**config.mk**
```make
export PLATFORM = sky130hd
export DESIGN_NAME = vscale_hasti_arbiter
export DESIGN_NICKNAME = d
export VERILOG_FILES = /design/src/rtl/vscale_hasti_arbiter.sv
export SDC_FILE = /design/constraint.sdc
export NUM_CORES = 1
export LEC_CHECK = 0
export ABC_AREA = 1
export ABC_CLOCK_PERIOD_IN_PS = 2670
export CORE_MARGIN = 3
export CORE_UTILIZATION = 45
export DETAILED_ROUTE_END_ITERATION = 8
export PLACE_DENSITY_LB_ADDON = 0.2
export SLEW_MARGIN = 0
export SYNTH_ARGS = -nofsm -noshare
export SYNTH_HDL_FRONTEND = slang
export SYNTH_SLANG_ARGS = --single-unit
```
**constraint.sdc**
```tcl
create_clock -name hclk -period 2.67 [get_ports hclk]
set_input_delay 0.4005 -clock hclk [delete_from_list [all_inputs] [get_ports hclk]]
set_output_delay 0.4005 -clock hclk [all_outputs]
set_load 0.005 [all_outputs]
```
**src/rtl/vscale_hasti_arbiter.sv**
```systemverilog
// Two-master AHB-lite arbiter in front of one shared SRAM slave port.
// Latency: an uncontended transfer is forwarded in the cycle it is presented; a losing or stalled one waits in a pending buffer.
// Backpressure: grants only issue while s_hready=1; a master sees hready low while buffered, just granted, or stalled in its data phase.
module vscale_hasti_arbiter (
  input  logic        hclk,
  input  logic        hreset,
  input  logic [31:0] m0_haddr,
  input  logic        m0_hwrite,
  input  logic [2:0]  m0_hsize,
  input  logic [1:0]  m0_htrans,
  input  logic [31:0] m0_hwdata,
  output logic [31:0] m0_hrdata,
  output logic        m0_hready,
  output logic        m0_hresp,
  input  logic [31:0] m1_haddr,
  input  logic        m1_hwrite,
  input  logic [2:0]  m1_hsize,
  input  logic [1:0]  m1_htrans,
  input  logic [31:0] m1_hwdata,
  output logic [31:0] m1_hrdata,
  output logic        m1_hready,
  output logic        m1_hresp,
  output logic [31:0] s_haddr,
  output logic        s_hwrite,
  output logic [2:0]  s_hsize,
  output logic [1:0]  s_htrans,
  output logic [31:0] s_hwdata,
  input  logic [31:0] s_hrdata,
  input  logic        s_hready,
  input  logic        s_hresp
);

  localparam logic [1:0] HTRANS_IDLE = 2'd0;

  typedef enum logic [1:0] {
    DP_NONE = 2'd0,
    DP_M0   = 2'd1,
    DP_M1   = 2'd2
  } dp_owner_t;

  typedef struct packed {
    logic [31:0] haddr;
    logic        hwrite;
    logic [2:0]  hsize;
    logic [1:0]  htrans;
  } addr_phase_t;

  addr_phase_t [1:0] live;
  addr_phase_t [1:0] pend;
  addr_phase_t [1:0] cand;
  addr_phase_t       sel;
  logic [1:0]        pend_vld;
  logic [1:0]        owns;
  logic [1:0]        hready_pre;
  logic [1:0]        req;
  logic [1:0]        gnt;
  logic [1:0]        cap;
  logic              last_grant;   // 0 = M0 was granted last, 1 = M1
  logic [31:0]       held_haddr;
  logic              held_hwrite;
  logic [2:0]        held_hsize;
  dp_owner_t         dp_owner;
  dp_owner_t         dp_owner_nxt;

  assign live[0] = {m0_haddr, m0_hwrite, m0_hsize, m0_htrans};
  assign live[1] = {m1_haddr, m1_hwrite, m1_hsize, m1_htrans};
  assign owns    = {dp_owner == DP_M1, dp_owner == DP_M0};

  // Request, round-robin grant and capture decisions for the current cycle.
  // hready_pre is the master's hready without the "granted now" term; using
  // it for req/capture avoids a grant -> hready -> req combinational loop.
  always_comb begin
    hready_pre = 2'b00;
    req        = 2'b00;
    cap        = 2'b00;
    gnt        = 2'b00;
    cand       = '0;
    for (int i = 0; i < 2; i++) begin
      hready_pre[i] = owns[i] ? s_hready : !pend_vld[i];
      req[i]        = !hreset && (pend_vld[i] || (live[i].htrans[1] && hready_pre[i]));
      cand[i]       = pend_vld[i] ? pend[i] : live[i];
    end
    if (s_hready && !hreset) begin
      if (req[0] && (!req[1] || last_grant)) gnt[0] = 1'b1;
      else if (req[1])                       gnt[1] = 1'b1;
    end
    for (int i = 0; i < 2; i++) begin
      cap[i] = !hreset && live[i].htrans[1] && hready_pre[i] && !gnt[i];
    end
    sel = gnt[1] ? cand[1] : cand[0];
  end

  // Data-phase owner next state: only advances when the slave accepts.
  always_comb begin
    dp_owner_nxt = dp_owner;
    if (s_hready) begin
      if (gnt[0])      dp_owner_nxt = DP_M0;
      else if (gnt[1]) dp_owner_nxt = DP_M1;
      else             dp_owner_nxt = DP_NONE;
    end
  end

  // Data-phase owner register.
  always_ff @(posedge hclk) begin
    if (hreset) dp_owner <= DP_NONE;
    else        dp_owner <= dp_owner_nxt;
  end

  // Pending buffers, round-robin history and held slave address fields.
  always_ff @(posedge hclk) begin
    if (hreset) begin
      pend_vld    <= 2'b00;
      pend        <= '0;
      last_grant  <= 1'b1;
      held_haddr  <= '0;
      held_hwrite <= 1'b0;
      held_hsize  <= '0;
    end else begin
      for (int i = 0; i < 2; i++) begin
        if (gnt[i]) begin
          pend_vld[i] <= 1'b0;
        end else if (cap[i]) begin
          pend_vld[i] <= 1'b1;
          pend[i]     <= live[i];
        end
      end
      if (|gnt) begin
        last_grant  <= gnt[1];
        held_haddr  <= sel.haddr;
        held_hwrite <= sel.hwrite;
        held_hsize  <= sel.hsize;
      end
    end
  end

  assign s_haddr  = hreset ? 32'd0 : ((|gnt) ? sel.haddr : held_haddr);
  assign s_hwrite = (|gnt) ? sel.hwrite : held_hwrite;
  assign s_hsize  = (|gnt) ? sel.hsize  : held_hsize;
  assign s_htrans = (|gnt) ? sel.htrans : HTRANS_IDLE;
  assign s_hwdata = owns[0] ? m0_hwdata : (owns[1] ? m1_hwdata : 32'd0);

  assign m0_hready = hreset || (owns[0] ? s_hready : !(pend_vld[0] || gnt[0]));
  assign m1_hready = hreset || (owns[1] ? s_hready : !(pend_vld[1] || gnt[1]));
  assign m0_hresp  = !hreset && owns[0] && s_hresp;
  assign m1_hresp  = !hreset && owns[1] && s_hresp;
  assign m0_hrdata = s_hrdata;
  assign m1_hrdata = s_hrdata;

  // A capture may only land in an empty buffer, and never coincides with a grant.
  a_cap_no_overwrite: assert property (@(posedge hclk) disable iff (hreset)
    !(cap[0] && pend_vld[0]) && !(cap[1] && pend_vld[1]));
  a_cap_not_granted: assert property (@(posedge hclk) disable iff (hreset)
    (cap & gnt) == 2'b00);

endmodule

```
==> flow_summary_export.csv, run 1 <==
group,metric,value,unit
pwr,power.density,582.2,nW/um^2
pwr,power_frac_seq,35.5,%
floorplanning,core-area,13990,sq um
pwr,p_leak,4.145,nW
pwr,comb_power_share,26.4,%
clocking,clk_pin_slew,0.05,ns
yosys,synth_seq_area_share,36.16,%
finish,diodes,0,
sta,min_period_over_period,98.98,%
route,ant_nets,0,
clocking,clock_latency,0.42,ns
sta,hold_viol_final,0,
sta,finalSetupViolCount,0,
sta,period_needed,2.643,ns
run,max-cap-violations,0,
yosys,ys_types,30,
place,port_buffers,217,
yosys,synth_fp_nets,1120,
pwr,p_clk_share,38.2,%
pwr,internal-power,0.003885,W
clocking,cts_tree,"done",
outcome,status,"finished clean",
critical_path,path_max_fanout,13,
floorplanning,initial_utilization,46.31,%
critical_path,worst-setup-path-type,"reg -> out",
floorplanning,placementRows,43,
place,dp_hpwl,15.15,mm
grt,grt_max_degree,86,
critical_path,endpoint_kind,"output port",
yosys,ys_seq_elements,117,
finish,final_area,9509,sq um
clocking,htreeDepth,4,
finish,fin_cells,1321,
grt,grt_pass1_vias,6066,
grt,grt_overflow_total,0,
sta,slew_violations,0,
floorplanning,die_x,126.0,um
clocking,ctsHoldBuffers,0,
place,pre_cts_slack,-0.3567,ns
sta,max_freq,0.3784,GHz
grt,grt_pass1_wl,32.96,mm
clocking,cts_inserted_buffers,17,
finish,synthToLayoutAreaGrowth,46.80,%
yosys,syn_area_per_cell,6.862,sq um
sta,finalClockSkew,0.009234,ns
grt,antenna_found_initial,1,
pwr,power,0.005536,W
pwr,vdd_drop_max,440.8,uV
clocking,clockBufferDepth,2,
finish,final_core_util,67.98,%
clocking,cts_root_buffer,"clkbuf_16",
route,wl_per_cell,16.82,um
hold_path,hold_path_class,"in -> reg",
route,vias_per_cell,5.160,
floorplanning,die_h,126.0,um
place,place_inst,1260,
yosys,syn_inst,944,
route,drtPass1Iterations,5,
route,wirelength,22.22,mm
sta,finalWorstSetupSlack,0.02736,ns
finish,drive_gt1_share,18.93,%
yosys,netlist_area,6477,sq um
route,vias,6817,
grt,grt_use_total,26.06,%
pwr,swShare,29.83,%
floorplanning,die_area,15870,sq um
critical_path,crit_path_start_kind,"flop",
pwr,p_sw,0.001651,W
finish,final_nets,1305,
route,drt_iter0_markers,585,
place,place_area,8528,sq um
place,gp_congestion,0.8435,
route,drc,0,
sta,relSlewSlack,52.82,%
critical_path,worst-endpoint-required,2.27,ns
sta,rsz0062_at_grt,"true",
sta,worst_pin_slew,0.7066,ns
clocking,cts_sinks,117,
floorplanning,ioPinCount,314,
critical_path,arrival,2.24,ns
yosys,ys.warnings.count,0,
[worst max-delay path, cell delays in order (launching register included)]
cell and delay (ns):
dfxtp_2 0.33, inv_4 0.09, nand3_1 0.12, nand3_4 0.12, nand2_4 0.08, nand2_4 0.11
nand3_4 0.12, buf_8 0.18, buf_4 0.14, a31oi_1 0.13, o21ai_0 0.12, dlygate4sd2_1 0.28
[final timing paths]
kind	depth (start not counted)	end	startpoint	slack, ns
min	2	dp_owner[0]	s_hready	0.34
max reg2reg	17	held_haddr[0]	dp_owner[1]	0.43
min reg2reg	2	held_haddr[2]	held_haddr[2]	0.46
max	11	m0_hready	dp_owner[0]	0.03
[layer usage]
metal	up-vias	global-route usage, %	share of wire (%)	wire (um)
li1	3361	-	-	-
met1	3095	36.62	45	9911
met2	290	38.15	45	9914
met3	69	6.446	7.3	1614
met4	2	10.91	3.5	767
met5	-	0	0.072	16
[power groups by stage]
| stage | Sequential (W) | Clock [W] | Combinational, W |
|---|---|---|---|
| after detailed placement | 0.00200 | 0 | 0.00132 |
| final | 0.00196 | 0.00211 | 0.00146 |
| after CTS | 0.00196 | 0.00213 | 0.00138 |
| after global placement | 0.00199 | 0 | 0.00131 |
| after floorplan | 0.00198 | 0 | 0.000779 |
| after global routing | 0.00198 | 0.00221 | 0.00159 |
[per-stage QoR]
stage / setup TNS (ns) / hold slack (ns)
global placement: -11.18 / 0.4393
CTS: -0.002195 / 0.3255
finish: 0 / 0.3352
floorplan: 0 / 0.4275
global route: -0.1795 / 0.3517
detailed placement: -12.63 / 0.4499
[sequential cells by signal, indices dropped and copies added, names as in the netlist]
name,count
pend_vld,2
last_grant,1
held_hwrite,1
held_hsize,3
pend,76
held_haddr,32
dp_owner,2
[cells by family after synthesis]
| group | after synthesis | share of synthesized area (%) |
|---|---|---|
| simple gates | 497 | 31.52 |
| mux | 34 | 5.254 |
| compound gates | 139 | 12.90 |
| flops | 117 | 36.16 |
| buf+inv | 157 | 14.16 |
[cell usage after synthesis (all sizes together)]
cell	n	area, sq um
a21oi	18	90.09
a22o	32	280.3
a31oi	1	6.260
buf	95	680.7
clkbuf	34	128.9
dfxtp	117	2342
inv	28	107.6
mux2i	34	340.3
nand2	134	533.0
nand3	60	317.8
nand3b	13	97.59
nor2	288	1084
nor3	2	10.01
o211ai	1	7.510
o21a	1	7.510
o21ai	85	436.7
o31ai	1	7.510
[repair_timing]
item,CTS,global route
endpoints found under the hold margin,0,0
cloned,2,2
setup buffers,15,12
pin swaps,28,27
gates resized for setup,152,65
endpoints found under the setup margin,40,40
[cell type report]
cell class              instances  area [sq um]
flip-flops and latches        117          2350
clock inverters                13         110.1
well taps                     180         225.2
fillers                      1205          4479
clock buffers                  18         429.2
repair buffers                295          2823
inverters                      28         117.6
multi-input cells             670          3455
[cell usage in the layout (no fill, tap or decap), types with 4 or more instances in the layout]
cell and instances:
a21oi_2 15, clkinvlp_4 5, nand3_1 53, nor2_2 19
buf_2 17, nand2_1 115, clkdlybuf4s50_1 173, nand2_8 4
clkinv_2 5, dlygate4sd2_1 9, buf_12 8, nor2_1 268
clkbuf_16 19, inv_2 7, mux2i_1 34, a22o_1 32
clkbuf_2 13, o21ai_1 17, inv_1 18, buf_4 56
nand3b_1 13, buf_6 7, nand2_2 12, o21ai_0 67
nand3_2 4, dfxtp_1 113
Power figures use the tool's default switching activity.
==> inputs of run 2 (changes only) <==
- SETUP_SLACK_MARGIN: unset -> 0.05
==> run 2 against run 1 <==
Clock power barely moved. Non-clock buffer count rose by 13. Cell area rose by 2.2%. Clock skew fell by 0.0012 ns. Critical endpoint is now s_haddr[13]. Worst setup slack got worse by 0.0041 ns. Flip-flop and latch count did not move. Largest cell class unchanged. Critical path depth rose by 5. Count of clock-buffer cells in the layout did not move. Fmax fell by 0.16%. Final cell count rose by 0.98%. Sequential power barely moved.
==> flow_summary_export.csv, run 2 (synthesis results as in run 1) <==
group,metric,value,unit
floorplanning,ioPinCount,314,
route,drtPass1Iterations,5,
grt,antenna_found_initial,1,
grt,grt_pass1_vias,6128,
place,port_buffers,217,
sta,slew_violations,0,
route,ant_nets,0,
clocking,cts_root_buffer,"clkbuf_16",
pwr,power,0.005588,W
clocking,cts_inserted_buffers,17,
place,place_inst,1260,
critical_path,endpoint_kind,"output port",
critical_path,worst-setup-path-type,"reg -> out",
sta,rsz0062_at_grt,"true",
floorplanning,placementRows,43,
grt,grt_overflow_total,0,
grt,grt_pass1_wl,33.13,mm
route,wl_per_cell,17.11,um
clocking,clk_pin_slew,0.05,ns
sta,max_freq,0.3778,GHz
finish,drive_gt1_share,21.66,%
route,wirelength,22.83,mm
finish,final_cell_mix,"nor2_1 (264), clkdlybuf4s50_1 (173), nand2_1 (113), dfxtp_1 (113), o21ai_0 (66)",
sta,period_needed,2.647,ns
floorplanning,die_x,126.0,um
critical_path,r2r-end,"held_haddr[5]",
hold_path,holdPathEnd,"dp_owner[0]",
finish,num-fill-cells,1174,
clocking,cts_sinks,117,
clocking,clockBufferDepth,2,
finish,diodes,0,
finish,layout_commonest_cell,"nor2_1",
place,place_area,8528,sq um
sta,relSlewSlack,52.22,%
finish,final_nets,1318,
hold_path,min-delay-start,"s_hready",
outcome,status,"finished clean",
route,drc,0,
pwr,vdd_drop_max,433.9,uV
pwr,p_leak,4.224,nW
sta,min_period_over_period,99.13,%
finish,top_register,"pend",
critical_path,path_max_fanout,8,
critical_path,reg2reg_slack,0.47,ns
route,drt_iter0_markers,555,
route,vias_per_cell,5.226,
floorplanning,initial_utilization,46.31,%
clocking,htreeDepth,4,
finish,largest_register_ff_count,76,
critical_path,r2r_cells,17,
grt,grt_use_total,26.22,%
clocking,clock_latency,0.42,ns
pwr,power.density,575.1,nW/um^2
run,max-cap-violations,0,
finish,synthToLayoutAreaGrowth,50.03,%
floorplanning,die_h,126.0,um
sta,finalSetupViolCount,0,
sta,worst_pin_slew,0.7157,ns
finish,regArea,2352,sq um
place,gp_congestion,0.8435,
clocking,cts_tree,"done",
place,dp_hpwl,15.15,mm
finish,final_area,9718,sq um
critical_path,arrival,2.25,ns
finish,top_regs,"pend x76, held_haddr x32, held_hsize x3",
sta,finalClockSkew,0.008062,ns
hold_path,holdPathStages,2,
hold_path,hold_path_class,"in -> reg",
finish,fin_cells,1334,
sta,hold_viol_final,0,
grt,grt_max_degree,86,
floorplanning,die_area,15870,sq um
critical_path,worst-endpoint-required,2.27,ns
critical_path,crit_path_start_kind,"flop",
route,vias,6971,
finish,multi_input_area,3531,sq um
critical_path,r2r-start,"dp_owner[0]",
floorplanning,core-area,13990,sq um
## run 2: through the flow
step | TNS (ns) | setup WS [ns] | hold slack, ns | utilization (%)
floorplan | 0 | 0.6688 | 0.4275 | -
global placement | -11.18 | -0.3126 | 0.4393 | 60.97
detailed placement | -12.63 | -0.3567 | 0.4499 | 60.97
CTS | 0 | 0.03549 | 0.3255 | 67.49
global route | -0.2148 | -0.09122 | 0.3360 | 69.47
finish | 0 | 0.02324 | 0.3269 | 69.47
## run 2: worst max-delay path: stages, from the launching register on
cell and delay [ns]:
dfxtp_4 0.36, inv_6 0.08, nor2_4 0.04, nand2_1 0.07
nand3_2 0.11, o21ai_4 0.11, buf_12 0.14, nand2_8 0.06
nand2_8 0.09, buf_12 0.13, buf_8 0.13, buf_6 0.11
nand2_4 0.04, nand3_2 0.06, nand2_1 0.05, nor2_1 0.11
buf_2 0.13
## run 2: worst max-delay path by stage
| stage | depth (start not counted) | endpoint | startpoint |
|---|---|---|---|
| after detailed placement | 13 | s_haddr[5] | hreset |
| after floorplan | 9 | s_haddr[23] | hreset |
| final | 16 | s_haddr[13] | dp_owner[0] |
| after global placement | 13 | s_haddr[12] | hreset |
| after global routing | 16 | s_haddr[13] | dp_owner[1] |
| after CTS | 14 | s_hsize[0] | dp_owner[0] |
## run 2: what timing repair did
item / in CTS / in global routing
endpoints found under the hold margin: 0 / 0
buffers inserted: 20 / 22
pin swaps: 29 / 36
cloned: 3 / 0
resized for setup: 131 / 135
setup endpoints to repair: 40 / 42
hold buffers: 0 / 0
## run 2: cell type report
cell class | instances | area share [%]
clock inverter | 13 | 1.133
timing repair buffer | 308 | 30.33
multi-input combinational | 670 | 36.33
inverter | 28 | 1.262
clock buffer | 18 | 4.416
sequential | 117 | 24.21
tap | 180 | 2.317
## run 2: layer usage
metal	share of wire (%)	track usage (%)	vias to the layer above	routed length [um]
met3	7.2	6.404	73	1635
met5	0.057	0	-	13
li1	-	-	3390	-
met4	3.1	10.73	2	709
met2	45	38.78	298	10380
met1	44	36.69	3208	10090
## run 2: where the power goes
part / switching, W / internal [W] / total (W)
clock network: 0.000856 / 0.00127 / 0.00212
logic: 0.000759 / 0.000741 / 0.00150
registers: 0.0000688 / 0.00190 / 0.00197
==> inputs of run 3 (changes only) <==
- CORE_UTILIZATION: 45 -> 49
- DONT_BUFFER_PORTS: unset -> 1
==> run 3 against run 2 <==
Final cell count fell by 21%. Wire length fell by 14%. Clock skew rose by 0.00085 ns. Worst setup slack improved by 0.11 ns. Critical path depth fell by 4. Cell area fell by 27%. Hold slack got worse by 0.29 ns. Global-route usage fell by 1.0 points. Die area fell by 7.8%. Sequential share of layout area rose by 9.0 points. Fmax rose by 4.4%.
==> flow_summary_export.csv, run 3 (synthesis results as in run 1) <==
group,metric,value,unit
finish,num-fill-cells,1213,
route,vias_per_cell,5.605,
route,drt_iter0_markers,451,
route,drc,0,
floorplanning,ioPinCount,314,
sta,finalClockSkew,0.008908,ns
finish,drive_gt1_share,12.27,%
critical_path,worst_path_max_delay_cell,"dfxtp_1",
sta,worst_pin_slew,0.9911,ns
sta,slew_violations,0,
sta,tns,0,ns
critical_path,arrival,2.13,ns
sta,relSlewSlack,33.92,%
critical_path,crit_path_start_kind,"flop",
clocking,clockBufferDepth,2,
floorplanning,die_area,14640,sq um
pwr,p_clk_share,47.5,%
sta,period_needed,2.535,ns
floorplanning,die_h,121.0,um
critical_path,path_common_cell,"nand3_1",
grt,grt_max_degree,109,
grt,grt_use_total,25.23,%
floorplanning,initial_utilization,50.71,%
route,ant_nets,0,
grt,antenna_found_initial,0,
finish,largest_register_ff_count,76,
finish,top_regs,"pend x76, held_haddr x32, held_hsize x3",
critical_path,reg2reg_slack,0.49,ns
critical_path,slowest_delay,0.32,ns
sta,max_freq,0.3945,GHz
sta,hold_viol_final,0,
clocking,cts_tree,"done",
sta,finalSetupViolCount,0,
clocking,clk_pin_slew,0.06,ns
hold_path,holdPathStages,1,
floorplanning,core-area,12770,sq um
route,drtPass1Iterations,5,
pwr,swShare,26.48,%
pwr,p_leak,3.068,nW
finish,layout_commonest_cell,"nor2_1",
place,dp_hpwl,13.15,mm
clocking,cts_inserted_buffers,17,
hold_path,hold_path_class,"in -> reg",
route,wirelength,19.66,mm
finish,final_area,7064,sq um
finish,top_register,"pend",
pwr,p_sw,0.001477,W
clocking,htreeDepth,4,
grt,grt_pass1_vias,5218,
pwr,power_frac_seq,35.2,%
finish,multi_input_area,3372,sq um
finish,final_nets,1043,
floorplanning,placementRows,41,
place,port_buffers,0,
finish,synthToLayoutAreaGrowth,9.059,%
clocking,cts_sinks,117,
pwr,internal-power,0.004100,W
outcome,status,"finished clean",
route,vias,5896,
critical_path,path_max_fanout,23,
finish,diodes,0,
clocking,ctsHoldBuffers,0,
sta,rsz0062_at_grt,"false",
sta,finalWorstSetupSlack,0.1350,ns
critical_path,worst-endpoint-required,2.27,ns
place,gp_congestion,0.8686,
finish,final_core_util,55.30,%
grt,grt_pass1_wl,28.52,mm
critical_path,endpoint_kind,"output port",
pwr,vdd_drop_max,459.9,uV
critical_path,r2r_cells,12,
finish,regArea,2346,sq um
hold_path,holdPathEnd,"dp_owner[1]",
critical_path,r2r-start,"dp_owner[0]",
clocking,cts_root_buffer,"clkbuf_16",
run,max-cap-violations,0,
pwr,power.density,789.5,nW/um^2
place,place_area,6038,sq um
pwr,comb_power_share,17.3,%
grt,grt_overflow_total,0,
critical_path,path_cells,"inv_2, nand2_4, nand2_1, nand3_1, nand2_2, nand2_4, nand2_8, buf_12, nand3_1, nand3_1, nand2_1, nor2_2",
place,pre_cts_slack,0.2562,ns
hold_path,min-delay-start,"hreset",
critical_path,r2r-end,"pend[19]",
finish,final_cell_mix,"nor2_1 (275), nand2_1 (125), dfxtp_1 (114)",
route,wl_per_cell,18.69,um
clocking,clock_latency,0.42,ns
critical_path,worst-setup-path-type,"reg -> out",
floorplanning,die_x,121.0,um
sta,min_period_over_period,94.94,%
==> run 3: cell types whose count changed in the layout (fill, tap and decap cells not counted), sizes merged, moves of 2 or more <==
cell	previous run	this run
bufinv	1	6
clkinvlp	5	0
buf	111	30
clkbuf	35	24
clkdlybuf4s15	2	0
dlygate4sd2	5	0
inv	30	28
clkdlybuf4s50	173	0
==> run 3: how the worst max path moves through the flow <==
stage | slack (ns) | endpoint | start | cells after the start
4_1_cts | 0.05 | s_haddr[7] | dp_owner[0] | 12
6_report | 0.14 | s_haddr[2] | dp_owner[0] | 12
3_5_place_dp | 0.26 | pend[70] | s_hready | 9
3_3_place_gp | 0.30 | s_haddr[3] | s_hready | 11
2_1_floorplan | 0.67 | s_haddr[23] | hreset | 9
5_1_grt | 0.01 | s_haddr[19] | dp_owner[0] | 12
==> run 3: timing repair <==
| item | 4_1_cts | 5_1_grt |
|---|---|---|
| gates cloned | 1 | 2 |
| endpoints found under the setup margin | 39 | 39 |
| pin swaps | 2 | 11 |
| resized for setup | 14 | 36 |
| setup buffers | 0 | 13 |
==> run 3: per-stage QoR <==
stage	std cells	hold slack [ns]	power [W]
finish	1052	0.03893	0.005577
global route	1052	0.02721	0.005828
CTS	1037	0.02327	0.005525
detailed placement	1004	0.4447	0.002860
global placement	1004	0.4429	0.002841
floorplan	944	0.4275	0.002758
==> run 3: critical path: cells and delay by family (launching register included) <==
family	cells	cell delay, ns
and+or+nand+nor	10	1.09
DFF	1	0.32
buffers and inverters	2	0.30
==> run 3: layer usage <==
metal	global-route usage [%]	vias to the layer above	routed length, um	share of wire [%]
met2	36.05	276	8744	44
met4	9.490	0	395	2.0
met5	0	-	0	0
met3	9.837	44	2138	11
li1	-	2829	-	-
met1	34.27	2747	8384	43
==> run 3: layout make-up <==
class,count,area share (%)
multi-input combinational,671,47.73
sequential,117,33.21
clock buffer,23,6.908
timing repair buffer,31,4.587
tap,172,3.046
clock inverter,9,2.763
inverter,28,1.665
timing repair inverter,1,0.08856
==> run 3: power by group through the flow <==
stage / combinational, W / clock (W) / sequential [W]
finish: 0.000965 / 0.00265 / 0.00196
global route: 0.00108 / 0.00277 / 0.00198
CTS: 0.000886 / 0.00268 / 0.00196
detailed placement: 0.000862 / 0 / 0.00200
global placement: 0.000849 / 0 / 0.00199
floorplan: 0.000779 / 0 / 0.00198
